`src/rtl/roll_controller_pkg.sv`:
```
// Shared definitions for the dice roll controller: default widths, FSM state
// encoding and the power-of-two mask helper used by the rejection reducer.
package roll_controller_pkg;

  localparam int SIDES_W = 8;
  localparam int DICE_W  = 4;
  localparam int TOTAL_W = 12;
  localparam int RNG_W   = 32;

  typedef enum logic [2:0] {
    IDLE,
    REQ,
    WAIT,
    REDUCE,
    ACC,
    FIN
  } state_e;

  // (smallest power of two >= sides) - 1: smear the top set bit of sides-1 downward.
  function automatic logic [RNG_W-1:0] reject_mask(input logic [RNG_W-1:0] sides);
    logic [RNG_W-1:0] m;
    m = sides - RNG_W'(1);
    for (int i = 1; i < RNG_W; i = i * 2) begin
      m = m | (m >> i);
    end
    return m;
  endfunction

endpackage

```
`src/rtl/roll_controller_mod_unit.sv`:
```
// Restoring remainder unit: one dividend bit per cycle, 32 iterations after
// start, then a one-cycle done pulse with remainder = dividend mod divisor.
module mod_unit #(
  parameter int SIDES_W = roll_controller_pkg::SIDES_W
) (
  input  logic               clk,
  input  logic               reset,
  input  logic               start,
  input  logic [31:0]        dividend,
  input  logic [SIDES_W-1:0] divisor,
  output logic               done,
  output logic [SIDES_W-1:0] remainder
);
  import roll_controller_pkg::*;

  logic [31:0]        r_dvd;
  logic [SIDES_W-1:0] r_div;
  logic [SIDES_W-1:0] r_rem;
  logic [4:0]         r_cnt;
  logic               r_busy;
  logic               r_done;

  logic [SIDES_W:0]   w_shift;
  logic               w_ge;
  logic [SIDES_W-1:0] w_sub;

  // Partial remainder stays below the divisor, so the shifted value needs one extra bit.
  assign w_shift = {r_rem, r_dvd[31]};
  assign w_ge    = (w_shift >= {1'b0, r_div});
  assign w_sub   = w_shift[SIDES_W-1:0] - r_div;

  // NOTE: non-blocking assignments so every register sees pre-edge values of its peers.
  always_ff @(posedge clk) begin
    if (reset) begin
      r_dvd  <= '0;
      r_div  <= '0;
      r_rem  <= '0;
      r_cnt  <= '0;
      r_busy <= 1'b0;
      r_done <= 1'b0;
    end else begin
      r_done <= 1'b0;
      if (start && !r_busy) begin
        r_dvd  <= dividend;
        r_div  <= divisor;
        r_rem  <= '0;
        r_cnt  <= '0;
        r_busy <= 1'b1;
      end else if (r_busy) begin
        r_dvd <= r_dvd << 1;
        r_rem <= w_ge ? w_sub : w_shift[SIDES_W-1:0];
        r_cnt <= r_cnt + 5'd1;
        if (r_cnt == 5'd31) begin
          r_busy <= 1'b0;
          r_done <= 1'b1;
        end
      end
    end
  end

  assign done      = r_done;
  assign remainder = r_rem;

endmodule

```
`src/rtl/roll_controller.sv`:
```
// Dice roll controller: requests RNG words, reduces each to 0..sides-1 and sums
// value+1 per die. Define ROLL_REJECT_EN for mask-and-reject reduction; default uses mod_unit.
module roll_controller #(
  parameter int SIDES_W = roll_controller_pkg::SIDES_W,
  parameter int DICE_W  = roll_controller_pkg::DICE_W,
  parameter int TOTAL_W = roll_controller_pkg::TOTAL_W
) (
  input  logic               clk,
  input  logic               reset,
  input  logic               roll_start,
  input  logic [SIDES_W-1:0] sides,
  input  logic [DICE_W-1:0]  num_dice,
  output logic               busy,
  output logic [TOTAL_W-1:0] total,
  output logic               done,
  output logic               err,
  output logic               rng_start,
  input  logic [31:0]        rng_result,
  input  logic               rng_done
);
  import roll_controller_pkg::*;

  state_e             r_state;
  logic [SIDES_W-1:0] r_sides;
  logic [DICE_W-1:0]  r_num;
  logic [DICE_W-1:0]  r_cnt;
  logic [TOTAL_W-1:0] r_total;
  logic [31:0]        r_word;
  logic [SIDES_W-1:0] r_v;
  logic               r_busy;
  logic               r_done;
  logic               r_err;
  logic               r_rng_start;

  logic [DICE_W-1:0]  w_cnt_next;

  assign w_cnt_next = r_cnt + DICE_W'(1);

`ifdef ROLL_REJECT_EN
  logic [31:0] w_masked;
  logic        w_reject;

  assign w_masked = r_word & reject_mask(32'(r_sides));
  assign w_reject = (w_masked >= 32'(r_sides));
`else
  logic               r_mod_start;
  logic               w_mod_done;
  logic [SIDES_W-1:0] w_mod_rem;

  mod_unit #(
    .SIDES_W (SIDES_W)
  ) u_mod_unit (
    .clk       (clk),
    .reset     (reset),
    .start     (r_mod_start),
    .dividend  (r_word),
    .divisor   (r_sides),
    .done      (w_mod_done),
    .remainder (w_mod_rem)
  );
`endif

  always_ff @(posedge clk) begin
    if (reset) begin
      r_state     <= IDLE;
      r_sides     <= '0;
      r_num       <= '0;
      r_cnt       <= '0;
      r_total     <= '0;
      r_word      <= '0;
      r_v         <= '0;
      r_busy      <= 1'b0;
      r_done      <= 1'b0;
      r_err       <= 1'b0;
      r_rng_start <= 1'b0;
`ifndef ROLL_REJECT_EN
      r_mod_start <= 1'b0;
`endif
    end else begin
      case (r_state)
        IDLE: begin
          if (roll_start) begin
            r_sides <= sides;
            r_num   <= num_dice;
            r_total <= '0;
            r_cnt   <= '0;
            r_busy  <= 1'b1;
            if (sides < SIDES_W'(2)) begin
              r_done  <= 1'b1;
              r_err   <= 1'b1;
              r_state <= FIN;
            end else if (num_dice == '0) begin
              r_done  <= 1'b1;
              r_state <= FIN;
            end else begin
              r_rng_start <= 1'b1;
              r_state     <= REQ;
            end
          end
        end

        REQ: begin
          r_rng_start <= 1'b0;
          r_state     <= WAIT;
        end

        WAIT: begin
          if (rng_done) begin
            r_word  <= rng_result;
            r_state <= REDUCE;
`ifndef ROLL_REJECT_EN
            r_mod_start <= 1'b1;
`endif
          end
        end

`ifdef ROLL_REJECT_EN
        REDUCE: begin
          if (w_reject) begin
            r_rng_start <= 1'b1;
            r_state     <= REQ;
          end else begin
            r_v     <= w_masked[SIDES_W-1:0];
            r_state <= ACC;
          end
        end
`else
        REDUCE: begin
          r_mod_start <= 1'b0;
          if (w_mod_done) begin
            r_v     <= w_mod_rem;
            r_state <= ACC;
          end
        end
`endif

        ACC: begin
          // Worst case 15 dice * 255 = 3825 fits TOTAL_W, so no saturation logic.
          r_total <= r_total + TOTAL_W'(r_v) + TOTAL_W'(1);
          r_cnt   <= w_cnt_next;
          if (w_cnt_next == r_num) begin
            r_done  <= 1'b1;
            r_state <= FIN;
          end else begin
            r_rng_start <= 1'b1;
            r_state     <= REQ;
          end
        end

        FIN: begin
          r_done  <= 1'b0;
          r_err   <= 1'b0;
          r_busy  <= 1'b0;
          r_state <= IDLE;
        end

        default: r_state <= IDLE;
      endcase
    end
  end

  assign busy      = r_busy;
  assign total     = r_total;
  assign done      = r_done;
  assign err       = r_err;
  assign rng_start = r_rng_start;

endmodule

```
`config.mk`:
```
export PLATFORM = sky130hd
export DESIGN_NAME = roll_controller
export DESIGN_NICKNAME = d
export VERILOG_FILES = /design/src/rtl/roll_controller_pkg.sv /design/src/rtl/roll_controller_mod_unit.sv /design/src/rtl/roll_controller.sv
export SDC_FILE = /design/constraint.sdc
export NUM_CORES = 1
export LEC_CHECK = 0
export BUFFER_PORTS_ARGS = -buffer_cell sky130_fd_sc_hd__buf_2
export CAP_MARGIN = 20
export CORE_ASPECT_RATIO = 0.75
export CORE_MARGIN = 1
export CORE_UTILIZATION = 50
export CTS_BUF_LIST = sky130_fd_sc_hd__clkbuf_16
export DETAILED_ROUTE_END_ITERATION = 7
export PLACE_DENSITY = 0.76
export SLEW_MARGIN = 40
export SYNTH_ARGS = -nofsm -noshare
export SYNTH_HDL_FRONTEND = slang
export SYNTH_HIERARCHICAL = 1
export SYNTH_SLANG_ARGS = --single-unit
export TNS_END_PERCENT = 30
```
`constraint.sdc`:
```
create_clock -name clk -period 2.3 [get_ports clk]
set_input_delay 0.23 -clock clk [delete_from_list [all_inputs] [get_ports clk]]
set_output_delay 0.23 -clock clk [all_outputs]
set_load 0.03 [all_outputs]
```
==> results of run 1 <==
==> cells in the final DEF, fill, tap and decap left out, types with 3 or more instances in the layout <==
cell type,netlist,layout
nand4b_1,6,6
nor2b_1,5,5
nand2_1,130,130
nor2_1,101,100
a211oi_1,4,4
buf_2,15,62
nor3b_1,5,5
mux2_2,4,4
inv_8,0,4
xnor2_1,8,8
mux2i_1,39,39
or3_1,4,4
and3_1,4,4
nor3_1,5,5
nor4_1,3,3
nand3b_1,4,4
a21oi_1,119,119
o21ai_0,17,17
nand2b_1,9,9
clkinv_4,0,4
nand3_1,14,14
a21o_1,3,3
inv_1,22,22
ha_1,19,19
inv_6,0,3
a31oi_1,4,4
dfxtp_1,131,129
buf_4,3,16
clkbuf_16,0,17
xor2_1,8,8
==> worst min-delay path, stage by stage <==
cell	delay [ps]
buf_2	90
nand2_1	40
a21oi_1	50
==> flip-flops by register name (all words and copies together), names as in the netlist, 3 cells and up <==
signal                count
u_mod_unit/r_cnt          5
r_v                       8
r_cnt                     4
r_state                   3
u_mod_unit/r_div          8
r_sides                   8
r_num                     4
u_mod_unit/remainder      8
u_mod_unit/r_dvd         32
r_word                   32
total                    12
==> synthesized netlist by cell type (5+ instances only) <==
cell / number
dfxtp_1: 131
nand2_1: 130
a21oi_1: 119
nor2_1: 101
mux2i_1: 39
clkbuf_1: 24
inv_1: 22
ha_1: 19
o21ai_0: 17
buf_2: 15
nand3_1: 14
nand2b_1: 9
xnor2_1: 8
xor2_1: 8
nand4b_1: 6
buf_6: 5
nor2b_1: 5
nor3_1: 5
nor3b_1: 5
==> layout make-up <==
class | instances | area [sq um]
Clock buffer | 17 | 425
Clock inverter | 15 | 190
Fill cell | 1032 | 4640
Inverter | 22 | 82.6
Multi-Input combinational cell | 559 | 3270
Sequential cell | 131 | 2630
Tap cell | 162 | 203
Timing Repair Buffer | 78 | 430
==> cells by family after synthesis <==
logic type | Yosys count
XOR/XNOR | 16
flip-flops | 131
multiplexers | 43
AO/OA/AOI/OAI | 171
buffers and inverters | 73
adder cells (fa/ha/maj) | 21
AND/OR/NAND/NOR | 308
==> final timing paths <==
path,from,endpoint,slack [ps],cells after the start
max,u_mod_unit/remainder[5]$_SDFFE_PP0P_,u_mod_unit/remainder[0]$_SDFFE_PP0P_,170,6
min,rng_result[13],r_word[13]$_SDFFE_PP0P_,50,3
max reg2reg,u_mod_unit/remainder[5]$_SDFFE_PP0P_,u_mod_unit/remainder[0]$_SDFFE_PP0P_,170,6
min reg2reg,r_word[22]$_SDFFE_PP0P_,r_word[22]$_SDFFE_PP0P_,450,2
==> metrics by stage <==
step,hold WS (ps),utilization
3_3_place_gp,443,0.557
4_1_cts,39.4,0.609
3_5_place_dp,448,0.557
5_1_grt,35.6,0.609
6_report,48.5,0.609
2_1_floorplan,366,-
==> power breakdown <==
group	total (W)	internal [W]	switching [W]	leakage, nW
Clock	0.00281	0.00165	0.00115	0.299
Sequential	0.00245	0.00236	0.0000830	1.06
Combinational	0.000800	0.000302	0.000498	1.48
Total	0.00605	0.00432	0.00173	2.84
==> metal layers <==
metal,vias to the layer above,global-route usage
met5,-,0
met4,0,0.0742
met3,21,0.0499
met2,114,0.378
met1,2512,0.294
li1,2693,-
==> flow_metrics.py, run 1 <==
metrics = {
    "global_routing": {
        "track_usage": 0.227,
        "grt_pass1_wl_um": 24100,
        "grt_pass1_vias": 5197,
        "antenna_found_initial": 0,
        "grt_overflow_total": 0,
        "grt_max_degree": 55,
    },
    "clock_tree": {
        "cts_tree": "done",
        "clockBufferDepth": 2,
        "clockRootBuffer": "clkbuf_16",
        "path_clk_slew_ps": 70,
        "numCtsBuffers": 17,
        "post_cts_buffers": 0,
        "postCtsHoldBufs": 0,
        "htreeDepth": 4,
        "cts_resized": 0,
        "clock_sinks": 131,
        "clk_latency_ps": 410,
    },
    "worst_setup_path": {
        "startpoint_type": "flop",
        "crit_required_ps": 2560,
        "cp_cell_sequence": "ha_1 > nand4b_1 > o221ai_2 > a21o_1 > or3_1 > o311ai_0",
        "worstSetupEndpointType": "flop",
        "crit_type": "reg2reg",
        "critPathBufInv": 0,
        "slowest_delay_ps": 490,
        "crit_family": "compound AO/OA/AOI/OAI gates",
        "worstPathMaxFanout": 11,
        "arrival_ps": 2390,
        "cp_slowest_cell": "ha_1",
    },
    "logic_synthesis": {
        "synth-simple-area-share": 0.226,
        "syn_nets": 832,
        "synth_cells": 763,
        "synth_cell_types": 64,
        "synth_xor_area_frac": 0.0224,
        "synth_warnings": 6,
        "async_flop_share": 0,
        "yosysTopAreaCell": "dfxtp_1",
        "synthTopCellsByArea": "dfxtp_1 (42%), a21oi_1 (9.5%), nand2_1 (7.8%)",
        "synth_top_family_by_area": "simple AND/OR/NAND/NOR gates",
        "netlist_area_sq_um": 6250,
        "synth-edff-count": 0,
        "synth_compound_area_frac": 0.160,
        "muxShareOfSynthArea": 0.0696,
        "netlist.area_leader.share": 0.419,
        "synth_ff_type": "dfxtp_1",
        "synthAdderAreaFrac": 0.0444,
        "seq_area_frac_synth": 0.419,
        "ys_ff_latch": 131,
        "post_synth.cell_area_avg_sq_um": 8.20,
    },
    "placement": {
        "dp_hpwl_um": 9510,
        "routabilityCongestion": 0.897,
        "place_area_sq_um": 6610,
        "dpl.cell_count": 952,
        "post-place-ws_ps": 210,
        "portBuffers": 63,
    },
    "drt": {
        "drt_wl_total_um": 14000,
        "wl_met2_um": 6640,
        "wl_met3_um": 512,
        "vias": 5340,
        "drt-met1-wl_um": 6710,
        "drt_iter0_markers": 352,
        "vias_per_cell": 5.43,
        "antenna_left": 0,
        "drc": 0,
        "topRoutingLayerUsed": "met4",
        "first_pass_iters": 5,
        "post_drt_wl_per_cell_um": 14.3,
    },
    "layout": {
        "layout.nets": 878,
        "drive_gt1_frac": 0.162,
        "fin_area_sq_um": 7230,
        "antenna_cells": 0,
        "syn2layout_area_growth_pct": 15.6,
        "finalNonFillerCells": 984,
    },
    "sta": {
        "report.final.hold_viol_count": 0,
        "maxSlewHeadroom": 0.532,
        "fin_setup_tns_ps": 0,
        "finalSetupViolations": 0,
        "fin_crit_ps": 2130,
        "tightestPinTransition_ps": 700,
        "slew_violations": 0,
        "max_freq_mhz": 469,
        "fin_crit_sh": 0.926,
        "fin_ws_ps": 170,
        "skew_ps": 5.91,
        "rsz0062_at_grt": "no",
    },
    "die": {
        "rows": 34,
        "ios": 64,
        "die_area_sq_um": 13000,
        "die_h_um": 98.9,
        "die_w_um": 131,
        "initial_utilization": 0.527,
        "coreArea_sq_um": 11900,
    },
    "pwr": {
        "power.total_w": 0.00605,
        "power.leakage_nw": 2.84,
        "powerDensity_nw_per_um2": 837,
        "peakVddDrop_mv": 0.560,
    },
    "run_status": {
        "status": "complete, no violations",
    },
    "job": {
        "cap_violations": 0,
    },
    "min_path": {
        "hold_class": "in2reg",
    },
}
Power figures use the tool's default switching activity.
==> run 2, diff against run 1 <==
- BUFFER_PORTS_ARGS: -buffer_cell sky130_fd_sc_hd__buf_2 -> -buffer_cell sky130_fd_sc_hd__clkbuf_2
==> flow_metrics.py, run 2 (synthesis results as in run 1) <==
metrics = {
    "global_routing": {
        "grt_max_degree": 55,
        "grt_pass1_wl_um": 23900,
        "grt_pass1_vias": 5018,
        "track_usage": 0.225,
        "antenna_found_initial": 0,
        "grt_overflow_total": 0,
    },
    "min_path": {
        "min_from": "rng_result[13]",
        "min_delay_worst_endpoint": "r_word[13]$_SDFFE_PP0P_",
        "hold_depth": 3,
        "hold_class": "in2reg",
    },
    "drt": {
        "drt_iter0_markers": 349,
        "post_drt_wl_per_cell_um": 14.3,
        "drt_wl_total_um": 14100,
        "antenna_left": 0,
        "vias": 5400,
        "vias_per_cell": 5.49,
        "drc": 0,
        "first_pass_iters": 5,
    },
    "sta": {
        "finalSetupViolations": 0,
        "skew_ps": 10.2,
        "fin_setup_tns_ps": 0,
        "rsz0062_at_grt": "no",
        "fin_ws_ps": 177,
        "fin_crit_sh": 0.923,
        "max_freq_mhz": 471,
        "fin_crit_ps": 2120,
        "maxSlewHeadroom": 0.505,
        "slew_violations": 0,
        "tightestPinTransition_ps": 741,
        "report.final.hold_viol_count": 0,
    },
    "clock_tree": {
        "clk_latency_ps": 410,
        "cts_resized": 0,
        "clock_sinks": 131,
        "htreeDepth": 4,
        "cts_tree": "done",
        "path_clk_slew_ps": 70,
        "numCtsBuffers": 17,
        "postCtsHoldBufs": 0,
        "clockRootBuffer": "clkbuf_16",
        "post_cts_buffers": 0,
        "clockBufferDepth": 2,
    },
    "die": {
        "die_area_sq_um": 13000,
        "coreArea_sq_um": 11900,
        "ios": 64,
        "rows": 34,
        "die_w_um": 131,
        "die_h_um": 98.9,
        "initial_utilization": 0.527,
    },
    "layout": {
        "drive_gt1_frac": 0.162,
        "finalNonFillerCells": 984,
        "antenna_cells": 0,
        "layout.nets": 878,
        "syn2layout_area_growth_pct": 16.0,
        "final_cell_mix": "nand2_1 (130), dfxtp_1 (129), a21oi_1 (119), nor2_1 (100), clkbuf_2 (62)",
        "final_common_cell": "nand2_1",
    },
    "placement": {
        "post-place-ws_ps": 193,
        "routabilityCongestion": 0.914,
        "dpl.cell_count": 952,
        "portBuffers": 63,
        "dp_hpwl_um": 9460,
    },
    "worst_setup_path": {
        "reg2regPathDepth": 8,
        "worstPathMaxFanout": 3,
        "critPathBufInv": 1,
        "regToRegStartpoint": "total[0]$_SDFFE_PP0P_",
        "cp_slowest_cell": "fa_1",
        "crit_required_ps": 2600,
        "r2r_end": "total[10]$_SDFFE_PP0P_",
        "r2r_setup_slack_ps": 180,
        "arrival_ps": 2420,
        "worstSetupEndpointType": "flop",
        "crit_type": "reg2reg",
        "crit_family": "adder cells",
        "critical_path.startpoint": "total[0]$_SDFFE_PP0P_",
        "startpoint_type": "flop",
        "cp_cell_sequence": "inv_1 > ha_1 > fa_1 > nor2b_1 > o2111a_1 > a211oi_1 > a21oi_1 > mux2_2",
        "slowest_delay_ps": 410,
    },
    "pwr": {
        "power.switching_w": 0.00174,
        "p_seq_frac": 0.397,
        "power.leakage_nw": 2.85,
        "powerDensity_nw_per_um2": 851,
        "clockPowerShare": 0.473,
        "power_switching_share": 0.282,
        "p_comb_frac": 0.130,
        "p_int_w": 0.00443,
        "peakVddDrop_mv": 0.521,
    },
    "run_status": {
        "status": "complete, no violations",
    },
    "job": {
        "cap_violations": 0,
    },
}
## run 2: worst max-delay path by stage
stage	end	slack, ps	depth (start not counted)
after detailed placement	total[10]$_SDFFE_PP0P_	190	8
after global routing	total[10]$_SDFFE_PP0P_	50	8
after global placement	u_mod_unit/remainder[6]$_SDFFE_PP0P_	300	8
after floorplan	total[10]$_SDFFE_PP0P_	160	8
final	total[10]$_SDFFE_PP0P_	180	8
after CTS	total[10]$_SDFFE_PP0P_	180	8
## run 2: routing by layer
metal,routed length [um],global-route usage,vias up
met4,102,0.0615,0
met5,0,0,-
li1,-,-,2698
met3,671,0.0550,10
met2,6610,0.367,150
met1,6690,0.299,2542
## run 2: power groups by stage
stage                     sequential [W]  clock (W)  combinational, W
after global placement           0.00249          0          0.000769
after global routing             0.00246    0.00307          0.000886
after CTS                        0.00245    0.00295          0.000800
after floorplan                  0.00248          0          0.000639
after detailed placement         0.00250          0          0.000790
final                            0.00245    0.00292          0.000802
## run 2: worst min-delay path: cells and delay by family
kind	cells	cell delay (ps)
compound gates	1	50
simple gates	1	40
buf+inv	1	80
## run 2: metrics by stage
step | power, W | hold slack [ps] | instance area [sq um] | utilization
2_1_floorplan | 0.00312 | 366 | 6250 | -
3_3_place_gp | 0.00326 | 443 | 6610 | 0.557
3_5_place_dp | 0.00329 | 444 | 6610 | 0.557
4_1_cts | 0.00620 | 19.5 | 7250 | 0.611
5_1_grt | 0.00642 | 29.5 | 7250 | 0.611
6_report | 0.00617 | 29.0 | 7250 | 0.611
## run 2: layout make-up
type / count / area (sq um)
Multi-Input combinational cell: 559 / 3270
Sequential cell: 131 / 2630
Clock inverter: 15 / 214
Clock buffer: 17 / 425
Inverter: 22 / 82.6
Tap cell: 162 / 203
Timing Repair Buffer: 78 / 430
Fill cell: 1013 / 4620
